<file path="src/rtl/freqdiv_prog.sv">
// freqdiv_prog: NUM_CH independent programmable clock dividers with shadowed
// divisors applied at period boundaries and a shared phase-realign sync.
module freqdiv_prog #(
    parameter int NUM_CH    = 4,
    parameter int WIDTH     = 16,
    parameter int DIV_RESET = 2
) (
    input  logic                    clk,
    input  logic                    reset,
    input  logic [NUM_CH-1:0]       en,
    input  logic [NUM_CH-1:0]       div_wr,
    input  logic [NUM_CH*WIDTH-1:0] div_in,
    input  logic                    sync,
    output logic [NUM_CH-1:0]       clk_div,
    output logic [NUM_CH-1:0]       tick,
    output logic [NUM_CH*WIDTH-1:0] div_cur,
    output logic [NUM_CH-1:0]       pending
);
    localparam logic [WIDTH-1:0] D0 = (DIV_RESET < 2) ? WIDTH'(2) : WIDTH'(DIV_RESET);
    for (genvar c = 0; c < NUM_CH; c++) begin : g_ch
        logic [WIDTH-1:0] d, s, cnt, w, nd, cnt_n;
        logic [WIDTH:0]   half;
        logic             p, cd, tk, wrap;
        always_comb begin
            w     = (div_in[c*WIDTH +: WIDTH] < WIDTH'(2)) ? WIDTH'(2) : div_in[c*WIDTH +: WIDTH];
            nd    = div_wr[c] ? w : p ? s : d;
            wrap  = sync || (cnt == d - WIDTH'(1));
            cnt_n = cnt + WIDTH'(1);
            half  = ({1'b0, d} + (WIDTH+1)'(1)) >> 1;
        end
        // a write landing on the wrap edge bypasses the shadow and applies at once
        always_ff @(posedge clk or posedge reset) begin
            if (reset) begin
                d   <= D0;
                s   <= D0;
                cnt <= D0 - WIDTH'(1);
                p   <= 1'b0;
                cd  <= 1'b0;
                tk  <= 1'b0;
            end else if (!en[c]) begin
                d   <= nd;
                s   <= div_wr[c] ? w : s;
                cnt <= nd - WIDTH'(1);
                p   <= 1'b0;
                cd  <= 1'b0;
                tk  <= 1'b0;
            end else if (wrap) begin
                d   <= nd;
                s   <= div_wr[c] ? w : s;
                cnt <= '0;
                p   <= 1'b0;
                cd  <= 1'b1;
                tk  <= 1'b1;
            end else begin
                s   <= div_wr[c] ? w : s;
                cnt <= cnt_n;
                p   <= p | div_wr[c];
                cd  <= {1'b0, cnt_n} < half;
                tk  <= 1'b0;
            end
        end
        assign clk_div[c]                = cd;
        assign tick[c]                   = tk;
        assign pending[c]                = p;
        assign div_cur[c*WIDTH +: WIDTH] = d;
    end
endmodule

</file>
<file path="config.mk">
export PLATFORM = sky130hd
export DESIGN_NAME = freqdiv_prog
export DESIGN_NICKNAME = d
export VERILOG_FILES = /design/src/rtl/freqdiv_prog.sv
export SDC_FILE = /design/constraint.sdc
export NUM_CORES = 1
export LEC_CHECK = 0
export ABC_CLOCK_PERIOD_IN_PS = 10950
export BUFFER_PORTS_ARGS = -buffer_cell sky130_fd_sc_hd__buf_2
export CAP_MARGIN = 25
export CORE_ASPECT_RATIO = 2
export CORE_MARGIN = 5
export CORE_UTILIZATION = 55
export CTS_CLUSTER_SIZE = 25
export DETAILED_ROUTE_END_ITERATION = 7
export HOLD_SLACK_MARGIN = 0.02
export PLACE_DENSITY_LB_ADDON = 0.05
export SYNTH_ARGS = -nofsm -noshare
export SYNTH_HDL_FRONTEND = slang
export SYNTH_SLANG_ARGS = --single-unit
</file>
<file path="constraint.sdc">
create_clock -name clk -period 10.95 [get_ports clk]
set_clock_uncertainty 0.05 [all_clocks]
set_input_delay 2.19 -clock clk [delete_from_list [all_inputs] [get_ports clk]]
set_output_delay 2.19 -clock clk [all_outputs]
set_load 0.05 [all_outputs]
</file>
==> flow_summary.yaml, run 1 <==
status:
  run_status: "completed"
clock_tree:
  cts_root_buf: "sky130_fd_sc_hd__clkbuf_16"
  max-clock-path-buffers: 3
  cts-buffers-inserted: 22
  clkLatencyLatePin_ps: 520
  hold_buffers: 0
  cts-htree-levels: 1
  tritoncts_clock_tree: "built"
  post_cts_resized: 0
  clk_slew_on_worst_s_h_paths_ps: 60
  sinks_on_clock_net: 204
  post_cts.repair.setup_buffers: 0
timing:
  final-setup-viol-count: 0
  drv_slew: 0
  min_period_over_period: 0.455
  grt_setup_unrepaired: "no"
  timing.slew.headroom: 0.376
  finalCriticalPeriod_ps: 4980
  final.setup.tns_ps: 0
  final_ws_setup_ps: 5970
  max_freq_mhz: 201
  worst-slew-pin-transition_ps: 928
  hold_vio_cnt_final: 0
  hold-worst-slack_ps: 458
final_layout:
  final_design_area_no_fill_sq_mm: 0.0177
  layout.core_utilization: 0.605
  layout.nets: 2087
  n_antenna_cell: 0
  area_growth_pct: 9.41
  instances_no_fill: 2315
  post_route_cells_drive_above_1_share: 0.148
hold_path:
  worst_hold_startpoint: "g_ch[3].s[13]$_DFFE_PP0P_"
  timing.hold.worst.class: "register to register"
floorplanning:
  die_area_sq_mm: 0.0332
  design.core.area_sq_mm: 0.0293
  die-height_um: 253
  floorplan.rows: 89
  design.portCount: 151
  floorplan.initialDensity: 0.553
  chipWidth_um: 131
routing:
  detail_route.drc_violations: 0
  antenna_violating_nets_post_route: 0
  wl_per_cell_um: 19.4
  firstDrtPassIters: 5
  drt-total-wl_um: 44900
  dr_total_vias: 13900
  drt-initial-drc-count: 927
  via_per_inst: 5.99
synthesis:
  netlist-cell-type-count: 86
  synth_top_flop_cell: "sky130_fd_sc_hd__dfrtp_1"
  synth_area_sq_mm: 0.0162
  synth_cells: 1892
  synth_sequential_area_ratio: 0.316
  syn_avg_cell_area_sq_um: 8.56
  synth-seq-cells: 204
  synth_enable_flop_cells: 0
  async_reset_ff_frac: 1.00
  synthesis.yosys.warnings: 0
  syn-num-nets: 2043
critical_path:
  timing_worst_setup_path_type: "input pin to register"
  cpMaxStageDelayCell: "sky130_fd_sc_hd__nor4b_1"
  timing.critical_path.mode_cell: "sky130_fd_sc_hd__inv_1"
  critical_path_peak_fanout: 5
  critical-path-max-stage-delay_ps: 630
  type_of_element_launching_the_critical_path: "input pin"
  worstPathRequired_ps: 11310
  timing.critical_path.to_type: "register"
  worstPathCellList: "buf_2, or4_1, o41ai_1, buf_4, inv_1, nand2_1, o21ai_0, inv_1, ha_1, o2111ai_1, nor4b_1, nand3b_1, xnor2_1, a22o_1"
  r2r_start: "g_ch[1].d[0]$_DFFE_PP0P_"
  cp_data_arrival_time_ps: 5340
  crit_start: "div_in[8]"
job:
  cap_violations: 0
power_and_ir_drop:
  power_density_mw_per_mm2: 161
  ir_drop_mv: 0.119
  p_total_mw: 2.86
  leakage_nw: 7.60
place:
  pre_cts_ws_ps: 5390
  placed_cell_area_sq_mm: 0.0169
  placed_cells_incl_taps: 2275
  gp_congestion: 0.919
  port-buffer-count: 150
  dp.final_hpwl_um: 33600
global_routing:
  grt_remaining_overflow: 0
  number_of_antenna_violations_at_the_first_check_in_global_routing: 0
  vias_in_the_first_global_route: 13400
  grt_start_max_net_pins: 87
  global_route_wire_length_before_repair_um: 72800
  total_routing_usage_reported_by_global_routing: 0.264
-- cells in the final DEF (no fill, tap or decap), types with 6 or more instances in the layout --
cell type,netlist,layout
sky130_fd_sc_hd__xnor2_1,144,144
sky130_fd_sc_hd__nor4_1,33,33
sky130_fd_sc_hd__and2_1,7,7
sky130_fd_sc_hd__dfstp_2,12,12
sky130_fd_sc_hd__o211ai_1,10,10
sky130_fd_sc_hd__mux2_4,6,6
sky130_fd_sc_hd__nand4_1,33,33
sky130_fd_sc_hd__o21a_1,15,15
sky130_fd_sc_hd__or4_1,14,14
sky130_fd_sc_hd__o22ai_1,41,41
sky130_fd_sc_hd__dfrtp_1,192,192
sky130_fd_sc_hd__a21o_1,13,13
sky130_fd_sc_hd__nor3_1,59,59
sky130_fd_sc_hd__mux2i_1,86,86
sky130_fd_sc_hd__a22o_1,14,14
sky130_fd_sc_hd__a21boi_0,7,7
sky130_fd_sc_hd__o31ai_1,15,15
sky130_fd_sc_hd__nor3b_1,21,21
sky130_fd_sc_hd__nand3_1,78,78
sky130_fd_sc_hd__ha_1,76,76
sky130_fd_sc_hd__or2_2,7,7
sky130_fd_sc_hd__mux2_2,50,50
sky130_fd_sc_hd__bufinv_16,0,7
sky130_fd_sc_hd__buf_2,10,150
sky130_fd_sc_hd__and3_1,25,25
sky130_fd_sc_hd__or3_1,11,11
sky130_fd_sc_hd__nor2_1,132,132
sky130_fd_sc_hd__clkbuf_16,0,23
sky130_fd_sc_hd__inv_1,112,111
sky130_fd_sc_hd__o2111ai_1,6,6
sky130_fd_sc_hd__a211oi_1,15,15
sky130_fd_sc_hd__nand2b_1,14,14
sky130_fd_sc_hd__a21oi_1,45,45
sky130_fd_sc_hd__nand2_1,134,134
sky130_fd_sc_hd__nor2b_1,13,13
sky130_fd_sc_hd__xor2_1,79,79
sky130_fd_sc_hd__a41o_1,8,8
sky130_fd_sc_hd__o21ai_0,145,145
sky130_fd_sc_hd__buf_4,14,10
-- final cells by class --
cell class,instances,area [sq um]
repair buffers,162,865
clock inverters,12,240
flip-flops and latches,204,5120
well taps,364,455
clock buffers,27,611
multi-input cells,1434,10000
inverters,112,428
fillers,2655,11600
-- critical path: cells and delay by family --
family	cells	cell delay [ps]
compound gates	4	930
buf+inv	4	460
xor+xnor	1	160
simple gates	4	1400
fa+ha+maj	1	180
-- report_power, final --
| group | leakage (nW) | internal [mW] | switching, mW |
|---|---|---|---|
| Combinational | 4.70 | 0.360 | 0.557 |
| Clock | 0.411 | 0.561 | 0.325 |
| Sequential | 2.49 | 0.847 | 0.205 |
| Total | 7.60 | 1.77 | 1.09 |
-- cell usage after synthesis (4+ instances only) --
cell type | count | share of area
sky130_fd_sc_hd__o31ai_1 | 15 | 0.0069
sky130_fd_sc_hd__a22o_1 | 14 | 0.0076
sky130_fd_sc_hd__a21oi_1 | 45 | 0.014
sky130_fd_sc_hd__nor3b_1 | 21 | 0.0097
sky130_fd_sc_hd__xor2_1 | 79 | 0.043
sky130_fd_sc_hd__o21ai_1 | 4 | 0.0012
sky130_fd_sc_hd__dfrtp_1 | 192 | 0.30
sky130_fd_sc_hd__nor4b_1 | 5 | 0.0027
sky130_fd_sc_hd__xnor2_1 | 144 | 0.078
sky130_fd_sc_hd__nor2_1 | 132 | 0.031
sky130_fd_sc_hd__nor3_1 | 59 | 0.018
sky130_fd_sc_hd__o22ai_1 | 41 | 0.016
sky130_fd_sc_hd__a211oi_1 | 15 | 0.0069
sky130_fd_sc_hd__o211ai_1 | 10 | 0.0046
sky130_fd_sc_hd__inv_1 | 112 | 0.026
sky130_fd_sc_hd__mux2_4 | 6 | 0.0056
sky130_fd_sc_hd__buf_2 | 10 | 0.0031
sky130_fd_sc_hd__nor4_1 | 33 | 0.013
sky130_fd_sc_hd__or2_2 | 7 | 0.0027
sky130_fd_sc_hd__o2111ai_1 | 6 | 0.0032
sky130_fd_sc_hd__a21boi_0 | 7 | 0.0032
sky130_fd_sc_hd__ha_1 | 76 | 0.059
sky130_fd_sc_hd__or4_1 | 14 | 0.0065
sky130_fd_sc_hd__buf_6 | 5 | 0.0035
sky130_fd_sc_hd__and3_1 | 25 | 0.0097
sky130_fd_sc_hd__mux2_2 | 50 | 0.035
sky130_fd_sc_hd__a21o_1 | 13 | 0.0060
sky130_fd_sc_hd__a41oi_1 | 4 | 0.0022
sky130_fd_sc_hd__buf_1 | 12 | 0.0028
sky130_fd_sc_hd__or3_1 | 11 | 0.0042
sky130_fd_sc_hd__clkbuf_1 | 99 | 0.023
sky130_fd_sc_hd__buf_4 | 14 | 0.0065
sky130_fd_sc_hd__o21ai_0 | 145 | 0.045
sky130_fd_sc_hd__nand3_1 | 78 | 0.024
sky130_fd_sc_hd__nand2b_1 | 14 | 0.0054
sky130_fd_sc_hd__nand4_1 | 33 | 0.013
sky130_fd_sc_hd__o21a_1 | 15 | 0.0069
sky130_fd_sc_hd__a41o_1 | 8 | 0.0049
sky130_fd_sc_hd__mux2i_1 | 86 | 0.053
sky130_fd_sc_hd__and2_1 | 7 | 0.0027
sky130_fd_sc_hd__nand2_1 | 134 | 0.031
sky130_fd_sc_hd__dfstp_2 | 12 | 0.019
sky130_fd_sc_hd__nor2b_1 | 13 | 0.0050
-- per-layer routing --
layer	track usage	routed length [um]	vias up
met4	0.0715	1140	0
met2	0.433	21200	392
met3	0.0323	2410	74
met1	0.371	20200	6609
li1	-	-	6801
met5	0	0	-
-- path summary, 6_finish.rpt --
| kind | endpoint | slack (ps) | cells after the start |
|---|---|---|---|
| worst min register to register | g_ch[3].s[13]$_DFFE_PP0P_ | 460 | 1 |
| worst max-delay path | g_ch[0].cnt[12]$_DFF_PP0_ | 5970 | 14 |
| min in group asynchronous | g_ch[3].s[7]$_DFFE_PP0P_ | 1710 | 2 |
| worst max register to register | g_ch[1].d[11]$_DFFE_PP0P_ | 7010 | 9 |
| max in group asynchronous | g_ch[2].cnt[8]$_DFF_PP0_ | 7790 | 3 |
| worst min-delay path | g_ch[3].s[13]$_DFFE_PP0P_ | 460 | 1 |
-- registers in the layout, summed over array words and instances, names as in the netlist --
name / flops
g_ch.cnt: 64
g_ch.d: 64
g_ch.s: 64
g_ch.cd: 4
g_ch.p: 4
g_ch.tk: 4
-- cells by family (layout without fill, tap and decap cells) --
kind of cell | after synthesis | in the layout | synth area share
buf+inv | 254 | 313 | 0.0662
xor+xnor | 223 | 223 | 0.121
simple gates | 604 | 604 | 0.189
flops | 204 | 204 | 0.316
mux | 144 | 144 | 0.0955
fa+ha+maj | 76 | 76 | 0.0587
compound gates | 387 | 387 | 0.154
No activity file was read; power rests on OpenSTA's default activity.
==> run 2: changes to the inputs <==
ABC_CLOCK_PERIOD_IN_PS = 5100   (was 10950)
clock period = 5.1 ns   (was 10.95 ns; I/O delays follow)
==> run 2 against run 1 <==
- register-to-register slack worse by 5800 ps
- critical path type is now register to register
- combinational power rose by 110%
- routed wire length is 1.3% higher
- clock power increased by 86%
- first-iteration DRC count rose by 8.7%
- largest power group unchanged
- via count rose by 0.92%
- sequential share of layout area is 0.16 points higher
==> flow_summary.yaml, run 2 (synthesized netlist as in run 1, its figures left out) <==
timing:
  max_freq_mhz: 256
  finalCriticalPeriod_ps: 3910
  timing.slew.headroom: 0.347
  final.setup.tns_ps: 0
  hold_vio_cnt_final: 0
  final-setup-viol-count: 0
  min_period_over_period: 0.767
  grt_setup_unrepaired: "no"
  drv_slew: 0
  worst-slew-pin-transition_ps: 980
  final_ws_setup_ps: 1190
global_routing:
  total_routing_usage_reported_by_global_routing: 0.268
  vias_in_the_first_global_route: 13700
  grt_remaining_overflow: 0
  grt_start_max_net_pins: 152
  global_route_wire_length_before_repair_um: 74100
  number_of_antenna_violations_at_the_first_check_in_global_routing: 3
routing:
  antenna_violating_nets_post_route: 0
  drt-total-wl_um: 45400
  detail_route.drc_violations: 0
  wl_per_cell_um: 19.6
  via_per_inst: 6.03
  firstDrtPassIters: 6
  dr_total_vias: 14000
  drt-initial-drc-count: 1008
place:
  dp.final_hpwl_um: 33600
  pre_cts_ws_ps: 745
  port-buffer-count: 150
  gp_congestion: 0.924
clock_tree:
  clkLatencyLatePin_ps: 530
  cts_root_buf: "sky130_fd_sc_hd__clkbuf_16"
  cts-htree-levels: 1
  post_cts_resized: 0
  max-clock-path-buffers: 3
  cts-buffers-inserted: 22
  tritoncts_clock_tree: "built"
  hold_buffers: 0
  sinks_on_clock_net: 204
  clk_slew_on_worst_s_h_paths_ps: 70
  post_cts.repair.setup_buffers: 0
power_and_ir_drop:
  leakage_nw: 7.56
  power_density_mw_per_mm2: 334
  ir_drop_mv: 0.268
floorplanning:
  floorplan.rows: 89
  die-height_um: 253
  chipWidth_um: 131
  die_area_sq_mm: 0.0332
  design.portCount: 151
  floorplan.initialDensity: 0.553
  design.core.area_sq_mm: 0.0293
critical_path:
  type_of_element_launching_the_critical_path: "register"
  cp_data_arrival_time_ps: 4310
  critical_path_peak_fanout: 14
  timing_worst_setup_path_type: "register to register"
  reg2reg_slack_ps: 1190
  timing.critical_path.to_type: "register"
  worstPathRequired_ps: 5500
final_layout:
  final_common_cell: "sky130_fd_sc_hd__dfrtp_1"
  area_growth_pct: 8.81
  post_route_cells_drive_above_1_share: 0.148
  top_flop_regs: "g_ch.cnt (64), g_ch.d (64), g_ch.s (64)"
  fillerInstances: 2670
  layout.nets: 2093
  final_cell_mix: "192 x sky130_fd_sc_hd__dfrtp_1, 150 x sky130_fd_sc_hd__buf_2, 145 x sky130_fd_sc_hd__o21ai_0"
status:
  run_status: "completed"
hold_path:
  timing.hold.worst.class: "register to register"
job:
  cap_violations: 0
run 2: cell type report:
class	instances	area, sq um	share of cell area
Inverter	112	424	0.0241
Sequential cell	204	5120	0.290
Tap cell	364	455	0.0258
Antenna cell	3	7.51	0.000426
Multi-Input combinational cell	1434	10000	0.568
Clock inverter	5	52.6	0.00298
Clock buffer	33	663	0.0376
Timing Repair Buffer	168	898	0.0510
run 2: routing by layer:
layer,up-vias,GRT usage,routed length (um)
li1,6815,-,-
met1,6671,0.372,20100
met2,426,0.435,21500
met3,92,0.0293,2370
met4,0,0.0994,1480
met5,-,0,0
run 2: per-stage QoR:
| step | instance area, sq um | cells | total power [mW] | util | hold slack, ps |
|---|---|---|---|---|---|
| final | 17600 | 2323 | 5.89 | 0.602 | 450 |
| after detailed placement | 16900 | 2282 | 4.24 | 0.577 | 433 |
| after global routing | 17600 | 2323 | 6.23 | 0.602 | 473 |
| after global placement | 16900 | 2282 | 4.22 | 0.577 | 434 |
| after floorplan | 16200 | 1892 | 3.71 | - | 417 |
| after CTS | 17600 | 2320 | 5.92 | 0.602 | 445 |
run 2: worst paths after layout:
path / startpoint / to / depth (start not counted)
worst max-delay path: g_ch[1].d[0]$_DFFE_PP0P_ / g_ch[1].d[1]$_DFFE_PP1P_ / 9
worst min-delay path: g_ch[3].s[1]$_DFFE_PP1P_ / g_ch[3].s[1]$_DFFE_PP1P_ / 2
worst max register to register: g_ch[1].d[0]$_DFFE_PP0P_ / g_ch[1].d[1]$_DFFE_PP1P_ / 9
worst min register to register: g_ch[3].s[1]$_DFFE_PP1P_ / g_ch[3].s[1]$_DFFE_PP1P_ / 2
max in group asynchronous: reset / g_ch[3].cd$_DFF_PP0_ / 3
min in group asynchronous: reset / g_ch[1].d[6]$_DFFE_PP0P_ / 2
run 2: where the power goes:
part / switching, mW / internal, mW
Combinational: 1.20 / 0.777
Sequential: 0.443 / 1.82
Clock: 0.709 / 0.946
run 2: critical path: stages, from the launching register on:
cell and delay [ps]:
sky130_fd_sc_hd__dfrtp_1 530, sky130_fd_sc_hd__inv_1 140, sky130_fd_sc_hd__ha_1 230, sky130_fd_sc_hd__or3b_2 510
sky130_fd_sc_hd__or4_1 540, sky130_fd_sc_hd__a221oi_1 300, sky130_fd_sc_hd__o2111ai_1 300, sky130_fd_sc_hd__o21ai_2 760
sky130_fd_sc_hd__buf_4 280, sky130_fd_sc_hd__mux2i_1 190
